<file path="config.mk">
export PLATFORM = sky130hd
export DESIGN_NAME = eth_rx_mac_filter
export DESIGN_NICKNAME = d
export VERILOG_FILES = /design/src/rtl/eth_rx_mac_filter.sv
export SDC_FILE = /design/constraint.sdc
export NUM_CORES = 1
export LEC_CHECK = 0
export ABC_AREA = 1
export BUFFER_PORTS_ARGS = -buffer_cell sky130_fd_sc_hd__buf_2
export CAP_MARGIN = 40
export CORE_ASPECT_RATIO = 1.4
export CORE_MARGIN = 4
export CORE_UTILIZATION = 51
export CTS_CLUSTER_DIAMETER = 60
export DETAILED_ROUTE_END_ITERATION = 8
export PLACE_DENSITY = 0.74
export SETUP_SLACK_MARGIN = 0.1
export SKIP_CTS_REPAIR_TIMING = 1
export SYNTH_ARGS = -nofsm -noshare
export SYNTH_HDL_FRONTEND = slang
export SYNTH_SLANG_ARGS = --single-unit
</file>
<file path="constraint.sdc">
create_clock -name clock -period 3.25 [get_ports clock]
set_input_delay 0.1625 -clock clock [delete_from_list [all_inputs] [get_ports clock]]
set_output_delay 0.1625 -clock clock [all_outputs]
set_load 0.02 [all_outputs]
</file>
<file path="src/rtl/eth_rx_mac_filter.sv">
// Destination-MAC filter on the 8-bit RX stream: buffers the 6 header bytes, decides, then replays them and passes the frame through.
// First header byte leaves one cycle after byte 5 is accepted; the input stalls for the 6 replay cycles and then follows m_axis_tready in PASS.
module eth_rx_mac_filter (
  input  logic        clock,
  input  logic        reset_n,
  input  logic [7:0]  s_axis_tdata,
  input  logic        s_axis_tvalid,
  output logic        s_axis_tready,
  input  logic        s_axis_tlast,
  input  logic        s_axis_tuser,
  output logic [7:0]  m_axis_tdata,
  output logic        m_axis_tvalid,
  input  logic        m_axis_tready,
  output logic        m_axis_tlast,
  output logic        m_axis_tuser,
  input  logic [47:0] mac_addr,
  input  logic        promiscuous,
  input  logic        accept_broadcast,
  input  logic        accept_multicast,
  output logic [31:0] frames_accepted,
  output logic [31:0] frames_dropped
);

  localparam logic [1:0] HDR   = 2'd0;
  localparam logic [1:0] FLUSH = 2'd1;
  localparam logic [1:0] PASS  = 2'd2;
  localparam logic [1:0] DROP  = 2'd3;

  logic [1:0]  state;
  logic [2:0]  idx;
  logic [7:0]  hdr_buf [0:5];
  logic        hdr_last;
  logic        hdr_user;
  logic [47:0] dest;
  logic        is_bcast;
  logic        is_mcast;
  logic        match;
  logic        s_hs;
  logic        m_hs;

  assign s_hs = s_axis_tvalid & s_axis_tready;
  assign m_hs = m_axis_tvalid & m_axis_tready;

  // Byte 5 is still on the input bus when the decision is taken.
  assign dest     = {hdr_buf[0], hdr_buf[1], hdr_buf[2], hdr_buf[3], hdr_buf[4], s_axis_tdata};
  assign is_bcast = &dest;
  assign is_mcast = dest[40] & ~is_bcast;
  assign match    = promiscuous | (dest == mac_addr) | (is_bcast & accept_broadcast)
                  | (is_mcast & accept_multicast);

  always_comb begin
    s_axis_tready = 1'b0;
    m_axis_tvalid = 1'b0;
    m_axis_tdata  = 8'd0;
    m_axis_tlast  = 1'b0;
    m_axis_tuser  = 1'b0;
    case (state)
      HDR, DROP: s_axis_tready = 1'b1;
      FLUSH: begin
        m_axis_tvalid = 1'b1;
        m_axis_tdata  = hdr_buf[idx];
        if (idx == 3'd5) begin
          m_axis_tlast = hdr_last;
          m_axis_tuser = hdr_user;
        end
      end
      PASS: begin
        s_axis_tready = m_axis_tready;
        m_axis_tvalid = s_axis_tvalid;
        m_axis_tdata  = s_axis_tdata;
        m_axis_tlast  = s_axis_tlast;
        m_axis_tuser  = s_axis_tuser;
      end
      default: ;
    endcase
    if (!reset_n) begin
      s_axis_tready = 1'b0;
      m_axis_tvalid = 1'b0;
    end
  end

  always_ff @(posedge clock) begin
    if (state == HDR && s_hs && idx <= 3'd5)
      hdr_buf[idx] <= s_axis_tdata;
  end

  // idx counts header bytes in HDR and replay position in FLUSH.
  always_ff @(posedge clock) begin
    if (!reset_n) begin
      state           <= HDR;
      idx             <= 3'd0;
      hdr_last        <= 1'b0;
      hdr_user        <= 1'b0;
      frames_accepted <= 32'd0;
      frames_dropped  <= 32'd0;
    end else begin
      if (m_hs && m_axis_tlast)
        frames_accepted <= frames_accepted + 32'd1;
      case (state)
        HDR: begin
          if (s_hs) begin
            if (idx == 3'd5) begin
              idx      <= 3'd0;
              hdr_last <= s_axis_tlast;
              hdr_user <= s_axis_tuser;
              if (match)
                state <= FLUSH;
              else if (s_axis_tlast)
                frames_dropped <= frames_dropped + 32'd1;
              else
                state <= DROP;
            end else if (s_axis_tlast) begin
              idx            <= 3'd0;
              frames_dropped <= frames_dropped + 32'd1;
            end else begin
              idx <= idx + 3'd1;
            end
          end
        end
        FLUSH: begin
          if (m_hs) begin
            if (idx == 3'd5) begin
              idx   <= 3'd0;
              state <= hdr_last ? HDR : PASS;
            end else begin
              idx <= idx + 3'd1;
            end
          end
        end
        PASS: begin
          if (m_hs && m_axis_tlast)
            state <= HDR;
        end
        DROP: begin
          if (s_hs && s_axis_tlast) begin
            frames_dropped <= frames_dropped + 32'd1;
            state          <= HDR;
          end
        end
        default: state <= HDR;
      endcase
    end
  end

endmodule

</file>
==> impl_metrics.py <==
metrics = {
    "yosys": {
        "ys_seq_area_frac": 0.438,
        "avgSynthCellArea_um2": 7.63,
        "yosys_warnings": 0,
        "synth_ff_type": "dfxtp_1",
        "synthMostInstantiatedCell": "nand2_1",
        "ys_types": 40,
        "synth_cells": 1019,
        "syn_area_um2": 7770,
        "yosysTopAreaCell": "edfxtp_1",
        "syn-num-nets": 1092,
        "synth-edff-count": 64,
        "yosys-top-cells-area": "edfxtp_1 (25%), dfxtp_1 (19%), nand2_1 (12%)",
        "synth_top_area_frac": 0.247,
        "ys_ff_latch": 138,
        "synthArstFlopShare": 0,
        "synth_common_cells": "nand2_1 (248), nor2_1 (159), dfxtp_1 (74), inv_1 (74), a21oi_1 (68)",
    },
    "timing": {
        "hold_ws_ns": 0.0172,
        "slew_headroom": 0.478,
        "fin_skew_ns": 0.00946,
        "period_share": 0.865,
        "finalWorstSetupSlack_ns": 0.439,
        "grt_setup_unrepaired": "false",
        "setup_viol": 0,
        "hold_violations": 0,
        "timing.setup.tns_ns": 0,
        "maxSlewViolCount": 0,
        "max_freq_ghz": 0.356,
        "fin_crit_ns": 2.81,
        "tightest_slew_ns": 0.780,
    },
    "route": {
        "dr.pass1.iters": 7,
        "vias": 7381,
        "avgRoutedWirePerCell_um": 16.0,
        "drt_iter0_drc": 460,
        "drtAntennaViolNets": 0,
        "via_per_inst": 5.42,
        "wl_um": 21800,
        "drc": 0,
    },
    "power_and_ir_drop": {
        "ir_drop_mv": 0.384,
        "total_power_mw": 3.95,
        "power_leakage_nw": 3.56,
        "power_density_nw_per_um2": 429,
    },
    "die": {
        "core.rowCount": 53,
        "start_util": 0.519,
        "io_pins": 141,
        "die_w_um": 112,
        "dieArea_um2": 17300,
        "die_h_um": 154,
        "core_um2": 15000,
    },
    "grt": {
        "grt_pass1_wl_um": 35000,
        "grt_max_degree": 52,
        "grt_overflow": 0,
        "track_usage": 0.251,
        "antenna_found_initial": 2,
        "grt_util_met3": 0.0559,
        "busiest_layer": "met2",
        "grt_util_met2": 0.447,
        "use_met1": 0.288,
        "grt_pass1_vias": 6846,
    },
    "clock_network": {
        "htreeDepth": 4,
        "clock_latency_ns": 0.42,
        "cts.sinks": 138,
        "clk_pin_slew_ns": 0.06,
        "cts_made_buffers": 17,
        "root_buffer": "clkbuf_16",
        "cts_buffer_depth": 2,
        "cts_tree": "done",
    },
    "setup_path": {
        "required_ns": 3.29,
        "path_cells": "inv_1 > ha_1 > inv_2 > o21ai_1 > nand3_1 > nor2_1 > inv_1 > a21oi_1 > nand2_1 > nor2_1",
        "path_depth": 10,
        "end_kind": "flop",
        "crit_family": "simple AND/OR/NAND/NOR gates",
        "worstPathMaxFanout": 11,
        "crit_type": "reg -> reg",
        "slowest_delay_ns": 0.62,
        "cp-start-kind": "flop",
        "worst-path-buf-inv": 3,
        "r2r_cells": 10,
        "reg2reg_from": "state[0]$_SDFFE_PN0P_",
        "slowest_stage": "nor2_1",
        "rr_endpoint": "hdr_buf[2][7]$_DFFE_PP_",
        "arrival_ns": 2.85,
        "r2r_setup_slack_ns": 0.44,
    },
    "place": {
        "place_ws_ns": 0.566,
        "dpl.hpwl_um": 16000,
        "gp_congestion": 0.911,
        "io_buffers": 140,
        "place_inst": 1330,
        "placed_cell_area_um2": 8650,
    },
    "status": {
        "status": "finished, final reports clean",
    },
    "layout": {
        "insertedDiodeCount": 0,
        "design_area_um2": 9220,
        "finalNonFillerCells": 1362,
        "final_util": 0.615,
        "drive_gt1_frac": 0.175,
        "area_growth_pct": 18.7,
        "nNetsFinal": 1230,
    },
    "min_path": {
        "hold_start": "s_axis_tuser",
        "hold-path-cell-count": 3,
        "hp-class": "in -> reg",
        "hold_path_end": "hdr_user$_SDFFE_PN0P_",
    },
    "flow_run": {
        "cap_violations": 0,
    },
}
[worst max-delay path by stage]
stage	start	to	slack, ns
after floorplan	state[0]$_SDFFE_PN0P_	hdr_buf[0][0]$_DFFE_PP_	0.84
after global placement	state[0]$_SDFFE_PN0P_	hdr_buf[2][3]$_DFFE_PP_	0.67
after detailed placement	state[0]$_SDFFE_PN0P_	hdr_buf[2][3]$_DFFE_PP_	0.57
after CTS	state[0]$_SDFFE_PN0P_	hdr_buf[2][7]$_DFFE_PP_	0.52
after global routing	state[0]$_SDFFE_PN0P_	hdr_buf[2][7]$_DFFE_PP_	0.14
final	state[0]$_SDFFE_PN0P_	hdr_buf[2][7]$_DFFE_PP_	0.44
[area by class of cell]
type	count	area [um2]
flip-flops and latches	138	3400
well taps	192	240
multi-input cells	770	3930
repair buffers	150	776
fillers	1397	5770
inverters	80	302
clock inverters	14	139
clock buffers	18	429
[registers in the layout, summed over array words and instances (netlist names), named ones only]
register         count
frames_accepted     32
frames_dropped      32
hdr_buf             64
hdr_last             1
hdr_user             1
idx                  3
state                2
[cells in the final DEF, fill, tap and decap left out, types with 3 or more instances in the layout]
cell,count
nor3_1,41
nand3_1,56
nor4_1,5
dfxtp_1,74
a21oi_1,68
nor3b_1,4
inv_1,74
o21ai_1,3
o211ai_1,4
clkinvlp_4,6
o221ai_1,4
buf_4,10
buf_2,140
nand2_1,248
clkinv_1,3
xor2_1,24
o21ai_0,36
clkbuf_16,17
nor2_4,3
nand2_2,3
ha_1,8
o311ai_0,5
nor2_1,159
xnor2_1,61
inv_6,5
edfxtp_1,64
nor3_2,6
nand4_1,15
[cells by family after synthesis]
| kind of cell | Yosys count | share of synthesized area |
|---|---|---|
| buffers and inverters | 111 | 0.0560 |
| XOR/XNOR | 85 | 0.0958 |
| flip-flops | 138 | 0.438 |
| AND/OR/NAND/NOR | 546 | 0.303 |
| adder cells (fa/ha/maj) | 8 | 0.0129 |
| AO/OA/AOI/OAI | 131 | 0.0942 |
[worst register-to-register path, delay by kind of cell, from the launching register on]
family,cells,cell delay (ns)
compound gates,2,0.41
fa+ha+maj,1,0.44
buf+inv,3,0.26
flops,1,0.34
simple gates,4,1.00
[power by group]
group / switching, mW / leakage (nW) / total, mW / internal [mW]
Clock: 0.781 / 0.259 / 1.85 / 1.07
Sequential: 0.0175 / 1.17 / 1.85 / 1.83
Combinational: 0.159 / 2.13 / 0.255 / 0.0957
[metal layers]
layer	routed length, um	up-vias
met5	26	-
met4	873	4
met3	1580	74
met2	11200	323
met1	8170	3344
li1	-	3636
Note: power is estimated with default switching activity, not from simulation.
